--- config.mk ---
export PLATFORM = sky130hd
export DESIGN_NAME = sprite_reg_sequencer_flat
export DESIGN_NICKNAME = d
export VERILOG_FILES = /design/src/rtl/sprite_reg_sequencer_if.sv /design/src/rtl/sprite_reg_sequencer.sv /design/src/flat_wrapper.sv
export SDC_FILE = /design/constraint.sdc
export NUM_CORES = 1
export LEC_CHECK = 0
export ABC_AREA = 0
export BUFFER_PORTS_ARGS = -buffer_cell sky130_fd_sc_hd__buf_2
export CAP_MARGIN = 20
export CORE_ASPECT_RATIO = 1.1
export CORE_UTILIZATION = 51
export DETAILED_ROUTE_END_ITERATION = 10
export GPL_ROUTABILITY_DRIVEN = 0
export PLACE_DENSITY = 0.8
export SLEW_MARGIN = 10
export SYNTH_ARGS = -nofsm -noshare
export SYNTH_HDL_FRONTEND = slang
export SYNTH_SLANG_ARGS = --single-unit
--- constraint.sdc ---
create_clock -name clk -period 2.97 [get_ports clk]
set_input_delay 0.594 -clock clk [delete_from_list [all_inputs] [get_ports clk]]
set_output_delay 0.594 -clock clk [all_outputs]
set_load 0.05 [all_outputs]
--- src/rtl/sprite_reg_sequencer_if.sv ---
// Host register-write bus and renderer write bus of the sprite register sequencer.
// The sequencer drives the renderer side through the slave modport; the host drives the master modport.
interface sprite_reg_sequencer_if #(
    parameter int OUT_AW = 9
);
    logic              host_chipselect;
    logic              host_write;
    logic [3:0]        host_address;
    logic [31:0]       host_writedata;

    logic              out_chipselect;
    logic              out_write;
    logic [OUT_AW-1:0] out_address;
    logic [31:0]       out_writedata;

    modport master (
        output host_chipselect, host_write, host_address, host_writedata,
        input  out_chipselect, out_write, out_address, out_writedata
    );

    modport slave (
        input  host_chipselect, host_write, host_address, host_writedata,
        output out_chipselect, out_write, out_address, out_writedata
    );
endinterface

--- src/rtl/sprite_reg_sequencer.sv ---
// Shadows NREGS renderer registers and, on each vga_vs falling edge, replays the dirty ones as one write per cycle.
// Optional macro SPRITE_SEQ_FORCE_REFRESH_EN: every commit rewrites all registers regardless of dirty state.
module sprite_reg_sequencer #(
    parameter int NREGS  = 13,
    parameter int OUT_AW = 9
) (
    input  logic                   clk,
    input  logic                   reset_n,
    sprite_reg_sequencer_if.slave  bus,
    input  logic                   vga_vs,
    output logic                   busy,
    output logic                   overrun
);

    localparam int IW = (NREGS > 1) ? $clog2(NREGS) : 1;

    typedef enum logic {
        IDLE = 1'b0,
        SCAN = 1'b1
    } state_t;

    state_t           state_r;
    logic             vs_r;
    logic [IW-1:0]    idx_r;
    logic [7:0]       shadow_r [NREGS];
    logic [7:0]       commit_r [NREGS];
    logic [NREGS-1:0] dirty_r;
    logic [NREGS-1:0] pending_r;
    logic [NREGS-1:0] wr_hit_s;
    logic             commit_evt_s;
    logic             take_s;
    logic             unused_s;

    // Commit-event detection and per-register host write decode.
    always_comb begin
        commit_evt_s = vs_r & ~vga_vs;
        take_s       = commit_evt_s & (state_r == IDLE);
        unused_s     = ^bus.host_writedata[31:8];
        for (int i = 0; i < NREGS; i++) begin
            wr_hit_s[i] = bus.host_chipselect & bus.host_write
                        & ({28'd0, bus.host_address} == 32'(i));
        end
    end

    // Shadow bank and dirty mask; a write landing on the commit edge stays dirty for the next frame.
    always_ff @(posedge clk or negedge reset_n) begin
        if (!reset_n) begin
            for (int i = 0; i < NREGS; i++) begin
                shadow_r[i] <= 8'd0;
            end
            dirty_r <= {NREGS{1'b1}};
        end else begin
            for (int i = 0; i < NREGS; i++) begin
                if (wr_hit_s[i]) begin
                    shadow_r[i] <= bus.host_writedata[7:0];
                end
            end
            dirty_r <= (take_s ? {NREGS{1'b0}} : dirty_r) | wr_hit_s;
        end
    end

    // Commit FSM: snapshot on the event, then one registered renderer slot per index.
    always_ff @(posedge clk or negedge reset_n) begin
        if (!reset_n) begin
            state_r            <= IDLE;
            idx_r              <= {IW{1'b0}};
            vs_r               <= 1'b1;
            pending_r          <= {NREGS{1'b0}};
            for (int i = 0; i < NREGS; i++) begin
                commit_r[i] <= 8'd0;
            end
            bus.out_write      <= 1'b0;
            bus.out_chipselect <= 1'b0;
            bus.out_address    <= {OUT_AW{1'b0}};
            bus.out_writedata  <= 32'd0;
            busy               <= 1'b0;
            overrun            <= 1'b0;
        end else begin
            vs_r <= vga_vs;
            busy <= (state_r == SCAN);
            case (state_r)
                IDLE: begin
                    bus.out_write      <= 1'b0;
                    bus.out_chipselect <= 1'b0;
                    if (take_s) begin
                        for (int i = 0; i < NREGS; i++) begin
                            commit_r[i] <= shadow_r[i];
                        end
`ifdef SPRITE_SEQ_FORCE_REFRESH_EN
                        pending_r <= {NREGS{1'b1}};
`else
                        pending_r <= dirty_r;
`endif
                        idx_r   <= {IW{1'b0}};
                        state_r <= SCAN;
                    end
                end
                SCAN: begin
                    if (commit_evt_s) begin
                        overrun <= 1'b1;
                    end
                    bus.out_write      <= pending_r[idx_r];
                    bus.out_chipselect <= pending_r[idx_r];
                    // Skipped slots keep the last address/data on the bus.
                    if (pending_r[idx_r]) begin
                        bus.out_address   <= OUT_AW'(idx_r);
                        bus.out_writedata <= {24'd0, commit_r[idx_r]};
                    end
                    if (idx_r == IW'(NREGS - 1)) begin
                        idx_r   <= {IW{1'b0}};
                        state_r <= IDLE;
                    end else begin
                        idx_r <= idx_r + IW'(1);
                    end
                end
                default: begin
                    state_r <= IDLE;
                end
            endcase
        end
    end

endmodule

--- src/flat_wrapper.sv ---
// flat-port wrapper written by rule: the top's interface ports become plain ports
module sprite_reg_sequencer_flat 
#(
    parameter int NREGS  = 13,
    parameter int OUT_AW = 9
)
  (clk, reset_n, vga_vs, busy, overrun, bus_host_chipselect, bus_host_write, bus_host_address, bus_host_writedata, bus_out_chipselect, bus_out_write, bus_out_address, bus_out_writedata);
  sprite_reg_sequencer_if #(.OUT_AW(OUT_AW)) bus_i ();
  input  logic clk;
  input  logic reset_n;
  input  logic vga_vs;
  output logic busy;
  output logic overrun;
  input wire logic [$bits(bus_i.host_chipselect)-1:0] bus_host_chipselect;
  input wire logic [$bits(bus_i.host_write)-1:0] bus_host_write;
  input wire logic [$bits(bus_i.host_address)-1:0] bus_host_address;
  input wire logic [$bits(bus_i.host_writedata)-1:0] bus_host_writedata;
  output wire logic [$bits(bus_i.out_chipselect)-1:0] bus_out_chipselect;
  output wire logic [$bits(bus_i.out_write)-1:0] bus_out_write;
  output wire logic [$bits(bus_i.out_address)-1:0] bus_out_address;
  output wire logic [$bits(bus_i.out_writedata)-1:0] bus_out_writedata;
  assign bus_i.host_chipselect = bus_host_chipselect;
  assign bus_i.host_write = bus_host_write;
  assign bus_i.host_address = bus_host_address;
  assign bus_i.host_writedata = bus_host_writedata;
  assign bus_out_chipselect = bus_i.out_chipselect;
  assign bus_out_write = bus_i.out_write;
  assign bus_out_address = bus_i.out_address;
  assign bus_out_writedata = bus_i.out_writedata;
  sprite_reg_sequencer #(.NREGS(NREGS), .OUT_AW(OUT_AW)) u_core (.clk(clk), .reset_n(reset_n), .bus(bus_i), .vga_vs(vga_vs), .busy(busy), .overrun(overrun));
endmodule
=== Word level (Yosys, flattened, before mapping) ===
Cells that the tools add are included.

* Register bits: 255

* Add/sub/neg operators: 1
* Order comparisons: 2
* Eq/ne operators: 14
* Mux-type cells: 13
* Bitwise logic cells: 20
* Reduce and logical (&&, ||, !) cells: 4

{| class="wikitable"
|+ Operators with widths
! cell !! number
|-
| $bmux W8 S4 || 1
|-
| $eq A4 B4 Y1 const B || 6
|-
| $and A1 B1 Y1 || 16
|-
| $eq A4 B3 Y1 const B || 4
|-
| $mux W8 || 2
|-
| $mux W13 || 1
|-
| $or A13 B13 Y13 || 1
|-
| $eq A4 B2 Y1 const B || 2
|-
| $mux W4 || 2
|-
| $pmux W4 S2 || 1
|-
| $reduce_and A2 Y1 || 3
|-
| $ge A5 B5 Y1 const B || 1
|-
| $lt A4 B5 Y1 const B || 1
|-
| $not A4 Y5 || 1
|-
| $add A4 B1 Y4 const B || 1
|-
| $bmux W1 S4 || 1
|-
| $eq A4 B1 Y1 const B || 1
|-
| $logic_not A4 Y1 || 1
|-
| $pmux W1 S2 || 2
|-
| $mux W1 || 3
|-
| $ne A2 B1 Y1 const B || 1
|-
| $not A1 Y1 || 2
|}

=== Depth between registers and ports, before layout ===
Gate-level depths: netlist of run 1.

* Depth in word-level cells: 5
* Depth in mapped cells: 9

=== Least setup slack after synthesis of run 1 ===
OpenSTA, ideal clock, no wires.

* Path type: reg2reg
* Start: register u_core.idx_r[0]
* End: register u_core.bus.out_address[0]
* Setup time: 0.125 ns
* Arrival time: 1.709 ns
* Data required time: 2.845 ns
* Slack: 1.136 ns
* Cell stages (with the launch flop): 7
* Path buffers: 2
* Clock period less this slack: 1.834 ns
* Path through: dfrtp_1 buf_6 mux4_2 o22ai_1 nor3b_2 buf_6 mux2_4

* Word-level cells in the longest chain between the ends: 3

{| class="wikitable"
|+ Ends and longest elaborated chain
! what !! RTL line !! source
|-
| start: declaration || sprite_reg_sequencer.sv:24 || <nowiki>logic [IW-1:0] idx_r;</nowiki>
|-
| start signal: assignment || sprite_reg_sequencer.sv:66 || <nowiki>idx_r <= {IW{1'b0}};</nowiki>
|-
| start signal: assignment || sprite_reg_sequencer.sv:94 || <nowiki>idx_r <= {IW{1'b0}};</nowiki>
|-
| start signal: assignment || sprite_reg_sequencer.sv:110 || <nowiki>idx_r <= {IW{1'b0}};</nowiki>
|-
| $bmux W1 S4 || sprite_reg_sequencer.sv:105 || <nowiki>if (pending_r[idx_r]) begin</nowiki>
|-
| $mux W1 (not written as such) || sprite_reg_sequencer.sv:105 ||
|-
| $reduce_and A2 Y1 (no source line) || n/a ||
|-
| end signal: assignment || sprite_reg_sequencer.sv:74 || <nowiki>bus.out_address <= {OUT_AW{1'b0}};</nowiki>
|-
| end signal: assignment || sprite_reg_sequencer.sv:106 || <nowiki>bus.out_address <= OUT_AW'(idx_r);</nowiki>
|-
| end: declaration || sprite_reg_sequencer_if.sv:23 || <nowiki>output out_chipselect, out_write, out_address, out_writedata</nowiki>
|}

Several ways; a longest one is shown, not always the timed one. The select of a mux whose other input is x is not followed.
A chain may end at the register's enable or synchronous reset.

=== Worst setup path in the final report of run 1 ===
* Start: register u_core.idx_r[0]
* End: register u_core.bus.out_writedata[6]

* Word-level cells in the longest chain between the ends: 4

{| class="wikitable"
|+ Ends and longest elaborated chain
! what !! RTL line !! source
|-
| $not A4 Y5 (not written as such) || sprite_reg_sequencer.sv:107 || <nowiki>bus.out_writedata <= {24'd0, commit_r[idx_r]};</nowiki>
|-
| $bmux W8 S4 || sprite_reg_sequencer.sv:107 ||
|-
| $mux W8 (not written as such) (2 in series) || sprite_reg_sequencer.sv:107 ||
|-
| end signal: assignment || sprite_reg_sequencer.sv:107 ||
|-
| end: declaration || sprite_reg_sequencer_if.sv:23 ||
|}

Several ways; a longest one is shown, not always the timed one. The select of a mux whose other input is x is not followed.

==> metrics.md, run 1 <==
| Metric | Value |
|---|---|
| Run status | finished clean |
| Critical Path Sink Type | flop |
| Achievable Freq | 0.416 GHz |
| Post-synthesis instance area | 10800 um2 |
| Horizontal extent of the die | 141 um |
| Placeable core region | 20600 um2 |
| Chip Height | 154 um |
| Initial standard-cell utilization of the core | 52.2% |
| Nets@finish | 999 |
| Overall die area | 21700 um2 |
| Vias in the first global route | 6722 |
| CTS H-tree lvls | 1 |
| Count of hold buffers inserted by post-cts repair | 0 |
| Ratio of cells with drive above 1 in the final layout | 26.4% |
| Tightest slew margin relative to the limit | 42.9% |
| Least-Margin Pin Slew | 849 ps |
| Clock Root Buffer | sky130_fd_sc_hd__clkbuf_16 |
| Share of synthesized registers carrying an async set or reset | 100% |
| Cell taking the most area after synthesis | sky130_fd_sc_hd__dfrtp_1 |
| Fin Hold WS | 28.4 ps |
| Data required time at the worst endpoint | 3380 ps |
| Via Count | 6662 |
| Aggregate negative setup slack | 0 ps |
| Ports | 86 |
| Overall power consumption | 0.0119 W |
| Average wire per standard cell | 17.6 um |
| Postcts setup bufs | 0 |
| Remaining DRCs | 0 |
| Final min period | 2400 ps |
| Non-filler cells, final | 1227 |
| Count of cells resized by post-cts repair | 0 |
| CTS sink cnt | 255 |
| Clock transition time at the flip-flop clock pins of the worst setup and hold paths | 60 ps |
| Antenna violations before repair | 0 |
| Unique cell type count in the Yosys netlist | 38 |
| Area growth from synthesis to final layout | 10.7% |
| Largest fanout on the critical path | 17 |
| TritonCTS clock tree | built |
| Gr ovfl total | 0 |
| LEAKAGE | 6.02 nW |
| Max cap viols | 0 |
| Main flop type after synthesis | sky130_fd_sc_hd__dfrtp_1 |
| Drt pass-1 iters | 5 |
| Antenna violation net count after detailed routing | 0 |
| Largest vdd supply drop | 0.456 mV |
| Power per Cell Area | 1000 nW/um2 |
| Number of port buffers | 32 |
| Startpoint type of the worst setup path | flop |
| Half-perimeter wire length after detailed placement | 13300 um |
| #FFs+latches synth | 255 |
| Number of placed instances with taps included | 1185 |
| Worst Path Arrival | 2810 ps |
| Class of the most critical hold timing path | in2async |
| Number of clock buffers inserted by TritonCTS | 25 |
| Cell count after synthesis | 934 |
| Ratio of routed vias to standard cells | 5.43 |
| Violation count after the first detailed-routing iteration | 610 |
| Final count of negative-setup-slack endpoints | 0 |
| Overall global routing resource usage | 20.9% |
| Synth warn | 0 |
| Final clock skew | 6.60 ps |
| Floorplan row count | 55 |
| Final worst path period share | 80.9% |
| Worst-Skew Late Latency | 520 ps |
| Sequential-to-total area share from yosys stat | 59.4% |
| Type of the worst setup path | reg2reg |
| Synth top area share | 56.0% |
| Count of flip-flops with a built-in enable after synthesis | 0 |
| Max Transition Viols Final | 0 |
| Wire length after detailed routing | 21600 um |
| Maximum buffer depth of the clock tree | 3 |
| Pin count of the biggest net entering global routing | 132 |
| Final hold violation count | 0 |
| Cell types occupying the most area after synthesis | sky130_fd_sc_hd__dfrtp_1, sky130_fd_sc_hd__nand2_1, sky130_fd_sc_hd__mux2_2 |
| Post-synthesis average cell area | 11.5 um2 |
| First-pass GRT wire length | 35300 um |
| Number of inserted diodes | 0 |
| Setup repair after global routing missed its margin | false |
-- state kept, by name (all words and copies together), names as in the netlist --
name and count:
u_core.idx_r 4, u_core.bus.out_writedata 8, u_core.state_r 1, u_core.busy 1, u_core.bus.out_chipselect 1, u_core.dirty_r 13
u_core.pending_r 13, u_core.vs_r 1, u_core.shadow_r 104, u_core.overrun 1, u_core.commit_r 104, u_core.bus.out_address 4
-- cells in the mapped netlist, types with 2 or more instances --
cell type,number
sky130_fd_sc_hd__buf_12,2
sky130_fd_sc_hd__mux2i_1,2
sky130_fd_sc_hd__buf_1,2
sky130_fd_sc_hd__o31ai_1,2
sky130_fd_sc_hd__clkbuf_1,32
sky130_fd_sc_hd__mux2_4,9
sky130_fd_sc_hd__nand3_1,3
sky130_fd_sc_hd__nand2_1,369
sky130_fd_sc_hd__a21o_1,9
sky130_fd_sc_hd__nand2b_1,6
sky130_fd_sc_hd__dfrtp_1,241
sky130_fd_sc_hd__buf_2,13
sky130_fd_sc_hd__nor2_1,2
sky130_fd_sc_hd__buf_6,2
sky130_fd_sc_hd__nor2_2,6
sky130_fd_sc_hd__o22ai_1,9
sky130_fd_sc_hd__nor2b_1,4
sky130_fd_sc_hd__nor3_1,2
sky130_fd_sc_hd__buf_4,31
sky130_fd_sc_hd__dfstp_2,14
sky130_fd_sc_hd__ha_1,2
sky130_fd_sc_hd__mux4_2,25
sky130_fd_sc_hd__a22o_1,3
sky130_fd_sc_hd__inv_1,4
sky130_fd_sc_hd__o21ai_0,5
sky130_fd_sc_hd__mux2_2,107
sky130_fd_sc_hd__a21oi_1,10
sky130_fd_sc_hd__a22oi_1,8
-- metrics by stage --
| step | worst slack [ps] | utilization [%] | instance area [um2] |
|---|---|---|---|
| final | 567 | 57.8 | 11900 |
| after global routing | 465 | 57.8 | 11900 |
| after CTS | 556 | 57.8 | 11900 |
| after floorplan | 1140 | - | 10900 |
| after global placement | 622 | 54.0 | 11100 |
| after detailed placement | 564 | 54.0 | 11100 |
-- routing by layer --
| layer | vias up | wire length, um | GRT usage (%) |
|---|---|---|---|
| met4 | 0 | 495 | 7.09 |
| met2 | 173 | 10700 | 34.9 |
| li1 | 3058 | - | - |
| met5 | - | 0 | 0 |
| met1 | 3394 | 9470 | 28.8 |
| met3 | 37 | 997 | 2.32 |
-- worst max-delay path: stages (launching register included) --
cell and delay [ps]:
sky130_fd_sc_hd__dfrtp_2 750, sky130_fd_sc_hd__buf_12 260, sky130_fd_sc_hd__mux4_2 520, sky130_fd_sc_hd__o22ai_1 310
sky130_fd_sc_hd__a21oi_1 130, sky130_fd_sc_hd__mux2_4 300
-- cell type report --
type                            instances  area, um2
Timing Repair Buffer                   51        425
Inverter                                4       15.0
Multi-Input combinational cell        619       3980
Clock inverter                          3       15.0
Fill cell                            1645       8720
Tap cell                              256        320
Sequential cell                       255       6400
Clock buffer                           39        768
-- path summary, 6_finish.rpt --
path / from / endpoint / slack [ps] / cells after the start
worst max-delay path: u_core.idx_r[0]$_DFFE_PN0P_ / u_core.bus.out_writedata[6]$_DFFE_PN0P_ / 570 / 5
worst min-delay path: reset_n / u_core.bus.out_writedata[5]$_DFFE_PN0P_ / 30 / 1
worst max register to register: u_core.idx_r[0]$_DFFE_PN0P_ / u_core.bus.out_writedata[6]$_DFFE_PN0P_ / 570 / 5
worst min register to register: u_core.overrun$_DFFE_PN0P_ / u_core.overrun$_DFFE_PN0P_ / 450 / 1
max in group asynchronous: reset_n / u_core.dirty_r[5]$_DFF_PN1_ / 2130 / 2
min in group clk: vga_vs / u_core.vs_r$_DFF_PN1_ / 180 / 1
-- cell usage in the layout (no fill, tap or decap), drive strengths merged, types with 5 or more instances in the layout --
cell type and instances:
o21ai 5, nor2 8, nand2b 6, nand2 369, a21oi 10, a21o 9, a22oi 8, clkbuf 39
mux2 116, dfrtp 241, dfstp 14, mux4 26, conb 29, o22ai 9, buf 51
-- power by group --
part | internal, W | total (W) | switching, W | leakage (nW)
Clock | 0.00176 | 0.00301 | 0.00126 | 0.390
Sequential | 0.00467 | 0.00538 | 0.000712 | 3.27
Combinational | 0.00162 | 0.00354 | 0.00192 | 2.36
Total | 0.00804 | 0.0119 | 0.00389 | 6.02
-- logic make-up (layout without fill, tap and decap cells) --
kind of cell	count (synthesis)	count (layout)	share of synthesized area [%]
mux	144	144	18.1
fa+ha+maj	2	2	0.232
flops	255	255	59.4
simple gates	398	398	14.7
other cells	1	29	0.0348
buf+inv	88	97	4.78
compound gates	46	46	2.79
Power figures use the tool's default switching activity.
==> run 2: changes to the inputs <==
==> constraint.sdc (replaced) <==
create_clock -name clk -period 2.45 [get_ports clk]
set_input_delay 0.49 -clock clk [delete_from_list [all_inputs] [get_ports clk]]
set_output_delay 0.49 -clock clk [all_outputs]
set_load 0.05 [all_outputs]
==> metrics.md, run 2 (synthesized netlist as in run 1, its figures left out) <==
| Metric | Value |
|---|---|
| Placement Cell Area | 11200 um2 (+0.20%) |
| Largest vdd supply drop | 0.596 mV (+31%) |
| Number of inserted diodes | 0 (unchanged) |
| CTS H-tree lvls | 1 (unchanged) |
| Data required time at the worst endpoint | 2850 ps (-530 ps) |
| First-pass GRT wire length | 36600 um (+3.8%) |
| Drt pass-1 iters | 5 (unchanged) |
| Pin count of the biggest net entering global routing | 131 (-0.76%) |
| Overall die area | 21700 um2 (unchanged) |
| Critical Path Sink Type | flop |
| LEAKAGE | 6.08 nW (+1.0%) |
| Final hold violation count | 0 (unchanged) |
| Gr ovfl total | 0 (unchanged) |
| Tightest slew margin relative to the limit | 55.3% (+12 points) |
| Area growth from synthesis to final layout | 11.3% |
| Commonest cells after routing, fill and taps aside | sky130_fd_sc_hd__nand2_1, sky130_fd_sc_hd__dfrtp_1, sky130_fd_sc_hd__mux2_2 |
| Floorplan row count | 55 (unchanged) |
| Max cap viols | 0 (unchanged) |
| Setup repair after global routing missed its margin | false |
| Via Count | 6771 (+1.6%) |
| Fin Hold WS | 81.4 ps (+52.9 ps) |
| Ratio of routed vias to standard cells | 5.45 (+0.33%) |
| Achievable Freq | 0.442 GHz (+6.1%) |
| TritonCTS clock tree | built |
| Count of cells resized by post-cts repair | 0 (unchanged) |
| Run status | finished clean |
| Antenna violations before repair | 0 (unchanged) |
| Power per Cell Area | 1210 nW/um2 (+21%) |
| Horizontal extent of the die | 141 um (unchanged) |
| Final clock skew | 13.3 ps (+6.75 ps) |
| Final min period | 2260 ps (-138 ps) |
| Max Transition Viols Final | 0 (unchanged) |
| Nets@finish | 1010 (+1.1%) |
| Overall global routing resource usage | 21.4% (+0.52 points) |
| Startpoint type of the worst setup path | flop |
| Worst Path Arrival | 2660 ps (-150 ps) |
| Worst-Skew Late Latency | 520 ps (about the same) |
| Postcts setup bufs | 0 (unchanged) |
| Count of hold buffers inserted by post-cts repair | 1 (+1) |
| Gate family responsible for the most delay along the worst path | flip-flops |
| Chip Height | 154 um (unchanged) |
| Total buffers and inverters traversed by the critical path | 1 (unchanged) |
| Class of the most critical hold timing path | in2reg |
| Violation count after the first detailed-routing iteration | 506 (-17%) |
| Number of clock buffers inserted by TritonCTS | 27 (+8.0%) |
| Initial standard-cell utilization of the core | 52.2% (unchanged) |
| Antenna violation net count after detailed routing | 0 (unchanged) |
| Final-layout fill cell count | 1615 (-1.8%) |
| Largest fanout on the critical path | 8 (-9) |
| Number of port buffers | 32 (unchanged) |
| CTS sink cnt | 255 (unchanged) |
| Wire length after detailed routing | 22000 um (+1.7%) |
| Clock Root Buffer | sky130_fd_sc_hd__clkbuf_16 |
| Final count of negative-setup-slack endpoints | 0 (unchanged) |
| Vias in the first global route | 6903 (+2.7%) |
| Ports | 86 (unchanged) |
| Placeable core region | 20600 um2 (unchanged) |
| Stage delay of the slowest cell on the critical path | 550 ps (-200 ps) |
| Slowest cell on crit path | sky130_fd_sc_hd__dfrtp_1 |
| Type of the worst setup path | reg2reg |
| List of cells traversed by the critical path | mux2i_1 -> o31ai_1 -> a21oi_1 -> nor3b_2 -> buf_4 -> mux2_4 |
| Remaining DRCs | 0 (unchanged) |
| Average wire per standard cell | 17.7 um (+0.37%) |
| Least-Margin Pin Slew | 669 ps (-180 ps) |
| Half-perimeter wire length after detailed placement | 13400 um (+1.1%) |
| Regs by FF count | u_core.commit_r: 104 flops, u_core.shadow_r: 104 flops |
| Final worst path period share | 92.4% (+12 points) |
| Clock transition time at the flip-flop clock pins of the worst setup and hold paths | 60 ps (about the same) |
| Aggregate negative setup slack | 0 ps (unchanged) |
| Design area | 12000 um2 (+0.59%) |
| Most common cell after layout, fill and taps aside | sky130_fd_sc_hd__nand2_1 |
| Ratio of cells with drive above 1 in the final layout | 27.5% (+1.1 points) |
| Maximum buffer depth of the clock tree | 3 (unchanged) |
-- run 2: cell types whose count changed in the layout (fill, tap and decap cells not counted), sizes merged --
cell	before	now
clkinv	3	11
buf	51	59
clkinvlp	0	1
clkbuf	39	36
inv	4	5
dlygate4sd3	0	1
-- run 2: per-stage QoR --
| stage | total power [W] | worst slack [ps] | instances | util, % |
|---|---|---|---|---|
| 6_report | 0.0146 | 185 | 1243 | 58.1 |
| 5_1_grt | 0.0153 | 34.8 | 1243 | 58.1 |
| 4_1_cts | 0.0147 | 156 | 1243 | 58.1 |
| 3_5_place_dp | 0.0109 | 200 | 1193 | 54.1 |
| 3_3_place_gp | 0.0107 | 223 | 1193 | 54.1 |
| 2_1_floorplan | 0.00972 | 616 | 962 | - |
-- run 2: report_power, final --
part	internal, W	switching (W)	leakage, nW
Sequential	0.00566	0.000810	3.27
Clock	0.00215	0.00159	0.415
Combinational	0.00195	0.00242	2.40
Total	0.00975	0.00481	6.08
-- run 2: area by class of cell --
cell class              count  area, um2  area share (%)
clock buffers              36        749            6.25
inverters                   4       15.0           0.125
repair buffers             60        458            3.82
well taps                 256        320            2.67
flip-flops and latches    255       6400            53.4
multi-input cells         619       3980            33.2
clock inverters            13       71.3           0.595
-- run 2: path summary, 6_finish.rpt --
path                                        startpoint                                 endpoint  slack, ps  depth (start not counted)
hold reg to reg             u_core.overrun$_DFFE_PN0P_               u_core.overrun$_DFFE_PN0P_        450                          1
setup / recovery           u_core.idx_r[1]$_DFFE_PN0P_  u_core.bus.out_writedata[2]$_DFFE_PN0P_        190                          6
hold / removal                                  vga_vs                    u_core.vs_r$_DFF_PN1_         80                          1
setup reg to reg           u_core.idx_r[1]$_DFFE_PN0P_  u_core.bus.out_writedata[2]$_DFFE_PN0P_        190                          6
max in group asynchronous                      reset_n          u_core.shadow_r[69]$_DFFE_PN0P_       1200                          3
min in group asynchronous                      reset_n      u_core.bus.out_chipselect$_DFF_PN0_        510                          2
-- run 2: worst register-to-register path, stage by stage, from the launching register on --
cell                      delay, ps
sky130_fd_sc_hd__dfrtp_1        550
sky130_fd_sc_hd__mux2i_1        150
sky130_fd_sc_hd__o31ai_1        210
sky130_fd_sc_hd__a21oi_1         80
sky130_fd_sc_hd__nor3b_2        550
sky130_fd_sc_hd__buf_4          300
sky130_fd_sc_hd__mux2_4         310
-- run 2: layer usage --
layer | share of wire (%) | wire length, um | vias to the layer above | global-route usage [%]
met5 | 0 | 0 | - | 0
met4 | 2.2 | 475 | 0 | 6.37
met3 | 4.2 | 916 | 36 | 2.76
met2 | 50 | 11000 | 171 | 35.5
met1 | 44 | 9650 | 3467 | 29.9
li1 | - | - | 3097 | -
